$ cat src/rtl/alu_pkg.sv
// alu_pkg: shared widths and the stage-1 payload for the pipelined subtractor
package alu_pkg;
  localparam int WIDTH = 32;
  localparam int HALF = WIDTH / 2;
  typedef struct packed {
    logic [HALF-1:0] d_lo;
    logic            c16;
    logic [HALF-1:0] a_hi;
    logic [HALF-1:0] nb_hi;
    logic            sign_a;
    logic            sign_b;
  } s1_t;
endpackage

$ cat src/rtl/bk_sub32_pipe_if.sv
// bk_sub32_pipe_if: operand/result handshake bundle for bk_sub32_pipe
interface bk_sub32_pipe_if;
  import alu_pkg::*;
  logic             in_valid;
  logic             in_ready;
  logic [WIDTH-1:0] A;
  logic [WIDTH-1:0] B;
  logic             Bin;
  logic             out_valid;
  logic             out_ready;
  logic [WIDTH-1:0] Diff;
  logic             Bout;
  logic             Ovf;
  logic             Zero;
  modport master(output in_valid, A, B, Bin, out_ready, input in_ready, out_valid, Diff, Bout, Ovf, Zero);
  modport slave(input in_valid, A, B, Bin, out_ready, output in_ready, out_valid, Diff, Bout, Ovf, Zero);
endinterface

$ cat src/rtl/bk_add16.sv
// bk_add16: combinational 16-bit Brent-Kung adder
module bk_add16 (
  input  logic [15:0] a,
  input  logic [15:0] b,
  input  logic        cin,
  output logic [15:0] s,
  output logic        cout
);
  // cin is folded into bit 0's generate, so g[i] ends up as the carry out of bit i
  function automatic logic [16:0] bk(input logic [15:0] x, input logic [15:0] y, input logic ci);
    logic [15:0] g, p, h;
    g = x & y;
    p = x ^ y;
    h = p;
    g[0] = g[0] | (p[0] & ci);
    for (int l = 0; l < 4; l++)
      for (int i = (2 << l) - 1; i < 16; i += 2 << l) begin
        g[4'(i)] = g[4'(i)] | (p[4'(i)] & g[4'(i - (1 << l))]);
        p[4'(i)] = p[4'(i)] & p[4'(i - (1 << l))];
      end
    for (int l = 2; l >= 0; l--)
      for (int i = 3 * (1 << l) - 1; i < 16; i += 2 << l) begin
        g[4'(i)] = g[4'(i)] | (p[4'(i)] & g[4'(i - (1 << l))]);
        p[4'(i)] = p[4'(i)] & p[4'(i - (1 << l))];
      end
    return {g[15], h ^ {g[14:0], ci}};
  endfunction
  assign {cout, s} = bk(a, b, cin);
endmodule

$ cat src/rtl/bk_sub32_pipe.sv
// bk_sub32_pipe: 2-stage valid/ready subtractor, A - B - Bin computed as A + ~B + ~Bin
module bk_sub32_pipe
  import alu_pkg::*;
(
  input logic           clk,
  input logic           rst,
  bk_sub32_pipe_if.slave bus
);
  s1_t              s1, s1_n;
  logic             s1_valid, s2_valid, s1_adv, s2_adv;
  logic [HALF-1:0]  d_lo, d_hi;
  logic             c16, c32;
  logic [WIDTH-1:0] diff_n;
  bk_add16 u_lo (.a(bus.A[HALF-1:0]), .b(~bus.B[HALF-1:0]), .cin(~bus.Bin), .s(d_lo), .cout(c16));
  bk_add16 u_hi (.a(s1.a_hi), .b(s1.nb_hi), .cin(s1.c16), .s(d_hi), .cout(c32));
  assign s2_adv = !s2_valid || bus.out_ready;
  assign s1_adv = !s1_valid || s2_adv;
  assign bus.in_ready = s1_adv;
  assign bus.out_valid = s2_valid;
  assign diff_n = {d_hi, s1.d_lo};
  assign s1_n = '{d_lo: d_lo, c16: c16, a_hi: bus.A[WIDTH-1:HALF], nb_hi: ~bus.B[WIDTH-1:HALF],
                  sign_a: bus.A[WIDTH-1], sign_b: bus.B[WIDTH-1]};
  always_ff @(posedge clk or posedge rst)
    if (rst) begin
      s1_valid <= 1'b0;
      s2_valid <= 1'b0;
      s1       <= '0;
      bus.Diff <= '0;
      bus.Bout <= 1'b0;
      bus.Ovf  <= 1'b0;
      bus.Zero <= 1'b0;
    end else begin
      if (s1_adv) s1_valid <= bus.in_valid;
      if (s1_adv && bus.in_valid) s1 <= s1_n;
      if (s2_adv) s2_valid <= s1_valid;
      if (s2_adv && s1_valid) begin
        bus.Diff <= diff_n;
        bus.Bout <= ~c32;
        bus.Ovf  <= (s1.sign_a != s1.sign_b) && (diff_n[WIDTH-1] != s1.sign_a);
        bus.Zero <= diff_n == '0;
      end
    end
endmodule

$ cat src/flat_wrapper.sv
// flat-port wrapper written by rule: the top's interface ports become plain ports
module bk_sub32_pipe_flat import alu_pkg::*;
  (clk, rst, bus_in_valid, bus_A, bus_B, bus_Bin, bus_out_ready, bus_in_ready, bus_out_valid, bus_Diff, bus_Bout, bus_Ovf, bus_Zero);
  bk_sub32_pipe_if bus_i ();
  input logic clk;
  input logic rst;
  input wire logic [$bits(bus_i.in_valid)-1:0] bus_in_valid;
  input wire logic [$bits(bus_i.A)-1:0] bus_A;
  input wire logic [$bits(bus_i.B)-1:0] bus_B;
  input wire logic [$bits(bus_i.Bin)-1:0] bus_Bin;
  input wire logic [$bits(bus_i.out_ready)-1:0] bus_out_ready;
  output wire logic [$bits(bus_i.in_ready)-1:0] bus_in_ready;
  output wire logic [$bits(bus_i.out_valid)-1:0] bus_out_valid;
  output wire logic [$bits(bus_i.Diff)-1:0] bus_Diff;
  output wire logic [$bits(bus_i.Bout)-1:0] bus_Bout;
  output wire logic [$bits(bus_i.Ovf)-1:0] bus_Ovf;
  output wire logic [$bits(bus_i.Zero)-1:0] bus_Zero;
  assign bus_i.in_valid = bus_in_valid;
  assign bus_i.A = bus_A;
  assign bus_i.B = bus_B;
  assign bus_i.Bin = bus_Bin;
  assign bus_i.out_ready = bus_out_ready;
  assign bus_in_ready = bus_i.in_ready;
  assign bus_out_valid = bus_i.out_valid;
  assign bus_Diff = bus_i.Diff;
  assign bus_Bout = bus_i.Bout;
  assign bus_Ovf = bus_i.Ovf;
  assign bus_Zero = bus_i.Zero;
  bk_sub32_pipe u_core (.clk(clk), .rst(rst), .bus(bus_i));
endmodule
$ cat config.mk
export PLATFORM = sky130hd
export DESIGN_NAME = bk_sub32_pipe_flat
export DESIGN_NICKNAME = d
export VERILOG_FILES = /design/src/rtl/alu_pkg.sv /design/src/rtl/bk_sub32_pipe_if.sv /design/src/rtl/bk_add16.sv /design/src/rtl/bk_sub32_pipe.sv /design/src/flat_wrapper.sv
export SDC_FILE = /design/constraint.sdc
export NUM_CORES = 1
export LEC_CHECK = 0
export CAP_MARGIN = 0
export CELL_PAD_IN_SITES_DETAIL_PLACEMENT = 0
export CELL_PAD_IN_SITES_GLOBAL_PLACEMENT = 1
export CORE_MARGIN = 3
export CORE_UTILIZATION = 40
export CTS_CLUSTER_DIAMETER = 80
export CTS_CLUSTER_SIZE = 16
export DETAILED_ROUTE_END_ITERATION = 7
export HOLD_SLACK_MARGIN = 0.15
export PLACE_DENSITY_LB_ADDON = 0.1
export SYNTH_ARGS = -nofsm -noshare
export SYNTH_HDL_FRONTEND = slang
export SYNTH_HIERARCHICAL = 1
export SYNTH_SLANG_ARGS = --single-unit
$ cat constraint.sdc
create_clock -name clk -period 3.83 [get_ports clk]
set_clock_uncertainty 0.05 [all_clocks]
set_input_delay 0.5745 -clock clk [delete_from_list [all_inputs] [get_ports clk]]
set_output_delay 0.5745 -clock clk [all_outputs]
set_load 0.02 [all_outputs]
==> out/qor.csv <==
metric,value,unit
status,"finished, final reports clean",
root buf cell,clkbuf_16,
syn avg cell area,13.2,µm²
initial DRC count,104,
VDD IR-drop max,311,µV
Synth Register Bits,87,
top post-synthesis cells by area,"dfrtp_1 (48%), mux2_2 (16%), ha_1 (7.8%), fa_1 (4.4%), inv_1 (4.4%)",
Nets,559,
total core area,0.0109,mm²
Least-Margin Pin Slew,972,ps
clock sinks,87,
CTS buffer count,9,
Worst EP required,4020,ps
RSZ-0062 raised after global routing,false,
pwr dens,600,mW/mm²
"Clk pin slew, worst setup/hold paths",60,ps
Area Growth Syn to Fin,32.8,%
share of cells above drive strength 1,20.8,%
largest net degree at the start of global routing,58,
"Seq/Total Area, Yosys",48.3,%
worst path arrival time,3520,ps
"count leader, synth",dfrtp_1,
maximum net fanout on the critical path,2,
area of the mapped netlist,0.00451,mm²
Post-Synth XOR/XNOR Area,3.89,%
first-pass GRT wire length,14700,µm
async set-reset flop share out of synthesis,100,%
DRT Pass-1 Iters,4,
Final Setup Violations,0,
Post-synth top cells,"dfrtp_1 (87), mux2_2 (65), inv_1 (53), ha_1 (28), xor2_1 (18)",
Final Hold Vio Count,0,
cts hold-fix bufs,0,
Post-synth EDFFs,0,
die area,0.0126,mm²
CTS H-tree depth,3,
setup bufs post-CTS,0,
f_max,0.300,GHz
vias per inst,4.75,
WL/cell,14.7,µm
Die Y,112,µm
r2r setup slk,500,ps
Synth Area in Adders,12.2,%
warning count from the yosys run,6,
Tot GR Track Use,14.9,%
synthesized instance count,342,
mux contribution to synthesized area,20.0,%
crit path kind,reg -> reg,
I/O Buffers,105,
post-cts sizing count,0,
HP Class,reg -> reg,
Synth Flop Type,dfrtp_1,
fin. max-slew vios,0,
Register Area,0.00218,mm²
CP endpoint kind,register,
routed wire length,8770,µm
FILL cells,977,
distinct cell type count after synthesis,35,
Period minus WS final,3330,ps
initial antenna violation count,0,
setup TNS,0,ps
Multi-input gate area,0.00202,mm²
max_slew headroom,35.1,%
Initial Util,41.2,%
die width,112,µm
DR DRC count,0,
number of diodes,0,
DP HPWL,6500,µm
Synth Area in Simple Gates,5.44,%
Yosys top cell by area,dfrtp_1,
leakage power,2.79,nW
largest family of logic cells by synthesized area,multiplexers,
# IOs,106,
remaining antenna violation count after routing,0,
vias in the first global route,2932,
Worst setup SP type,register,
CTS tree,done,
post-synthesis compound-gate area fraction,3.25,%
Tot Pwr,3.59,mW
Final Cycle Share,86.9,%
Max Cap Violations,0,
total grt overflow,0,
Syn Nets,449,
top cell type's share of synthesized area,48.3,%
number of cell rows,38,
RD Place Congestion,0.798,
Via Count,2833,
CTS Buffer Depth,2,
fin util,54.7,%
Skew-Pair Late Insertion Delay,340,ps
[sequential cells by signal (all words and copies together) (netlist names)]
signal                cells
u_core/diff_n            16
u_core/bus.Ovf            1
u_core/bus.Diff          32
u_core/bus.Bout           1
u_core/bus.out_valid      1
u_core/bus.Zero           1
u_core/s1                34
u_core/s1_valid           1
[metrics by stage]
| step | area, µm² | std cells | hold slack [ps] | setup slack, ps |
|---|---|---|---|---|
| 2_1_floorplan | 4510 | 342 | 427 | 950 |
| 3_3_place_gp | 5640 | 581 | 437 | 416 |
| 3_5_place_dp | 5640 | 581 | 446 | 399 |
| 4_1_cts | 5990 | 597 | 461 | 472 |
| 5_1_grt | 5990 | 597 | 471 | 314 |
| 6_report | 5990 | 597 | 456 | 501 |
[cell families (layout without fill, tap and decap cells)]
group           Yosys count  after routing
compound gates           22             22
xor+xnor                 20             20
fa+ha+maj                38             38
buf+inv                  61            176
flops                    87             87
mux                      82             82
simple gates             32             32
[layer usage]
metal  share of wire [%]  vias to the layer above  global-route usage (%)  wire (µm)
met2                  52                       62                    25.3       4520
met5                   0                        -                       0          0
met4                 1.5                        0                    5.53        131
li1                    -                     1380                       -          -
met1                  43                     1384                    18.4       3730
met3                 4.3                        7                    3.67        381
[path summary, 6_finish.rpt]
check / start / to / cells past startpoint
worst max-delay path: u_core/s1[2] / u_core/bus.Zero / 11
worst min register to register: u_core/s1[18] / u_core/s1[18] / 1
worst max register to register: u_core/s1[2] / u_core/bus.Zero / 11
worst min-delay path: u_core/s1[18] / u_core/s1[18] / 1
min in group asynchronous: rst / u_core/bus.Diff[14] / 2
max in group asynchronous: rst / u_core/s1[5] / 3
[cells in the final DEF, fill, tap and decap left out, drive strengths merged, types with 3 or more instances in the layout]
cell type	n
clkinv	3
or3	3
clkdlybuf4s50	105
nand2	3
nor2b	5
mux2	66
dfrtp	87
bufinv	3
fa	10
clkbuf	10
o21ai	8
ha	28
a21oi	4
xor2	18
nand2b	3
nor4	9
mux2i	16
inv	52
a21o	4
[critical path, stage by stage (launching register included)]
cell	delay [ps]
dfrtp_1	380
inv_1	90
fa_1	180
inv_1	50
fa_1	400
a21o_1	190
and4_4	190
or3_4	380
fa_1	480
nor4_1	380
nand4_1	200
o31ai_1	260
[final cells by class]
class	count	share of cell area, %
sequential	87	36.4
multi-input combinational	194	33.8
timing repair buffer	107	17.8
clock buffer	10	3.99
inverter	53	3.34
tap	140	2.93
clock inverter	6	1.80
[power breakdown]
part	total, mW	internal (mW)	switching [mW]	leakage, nW
clock	1.00	0.653	0.351	0.168
combinational	1.24	0.676	0.564	1.60
sequential	1.35	1.18	0.168	1.02
(Power assumes the default switching activity.)
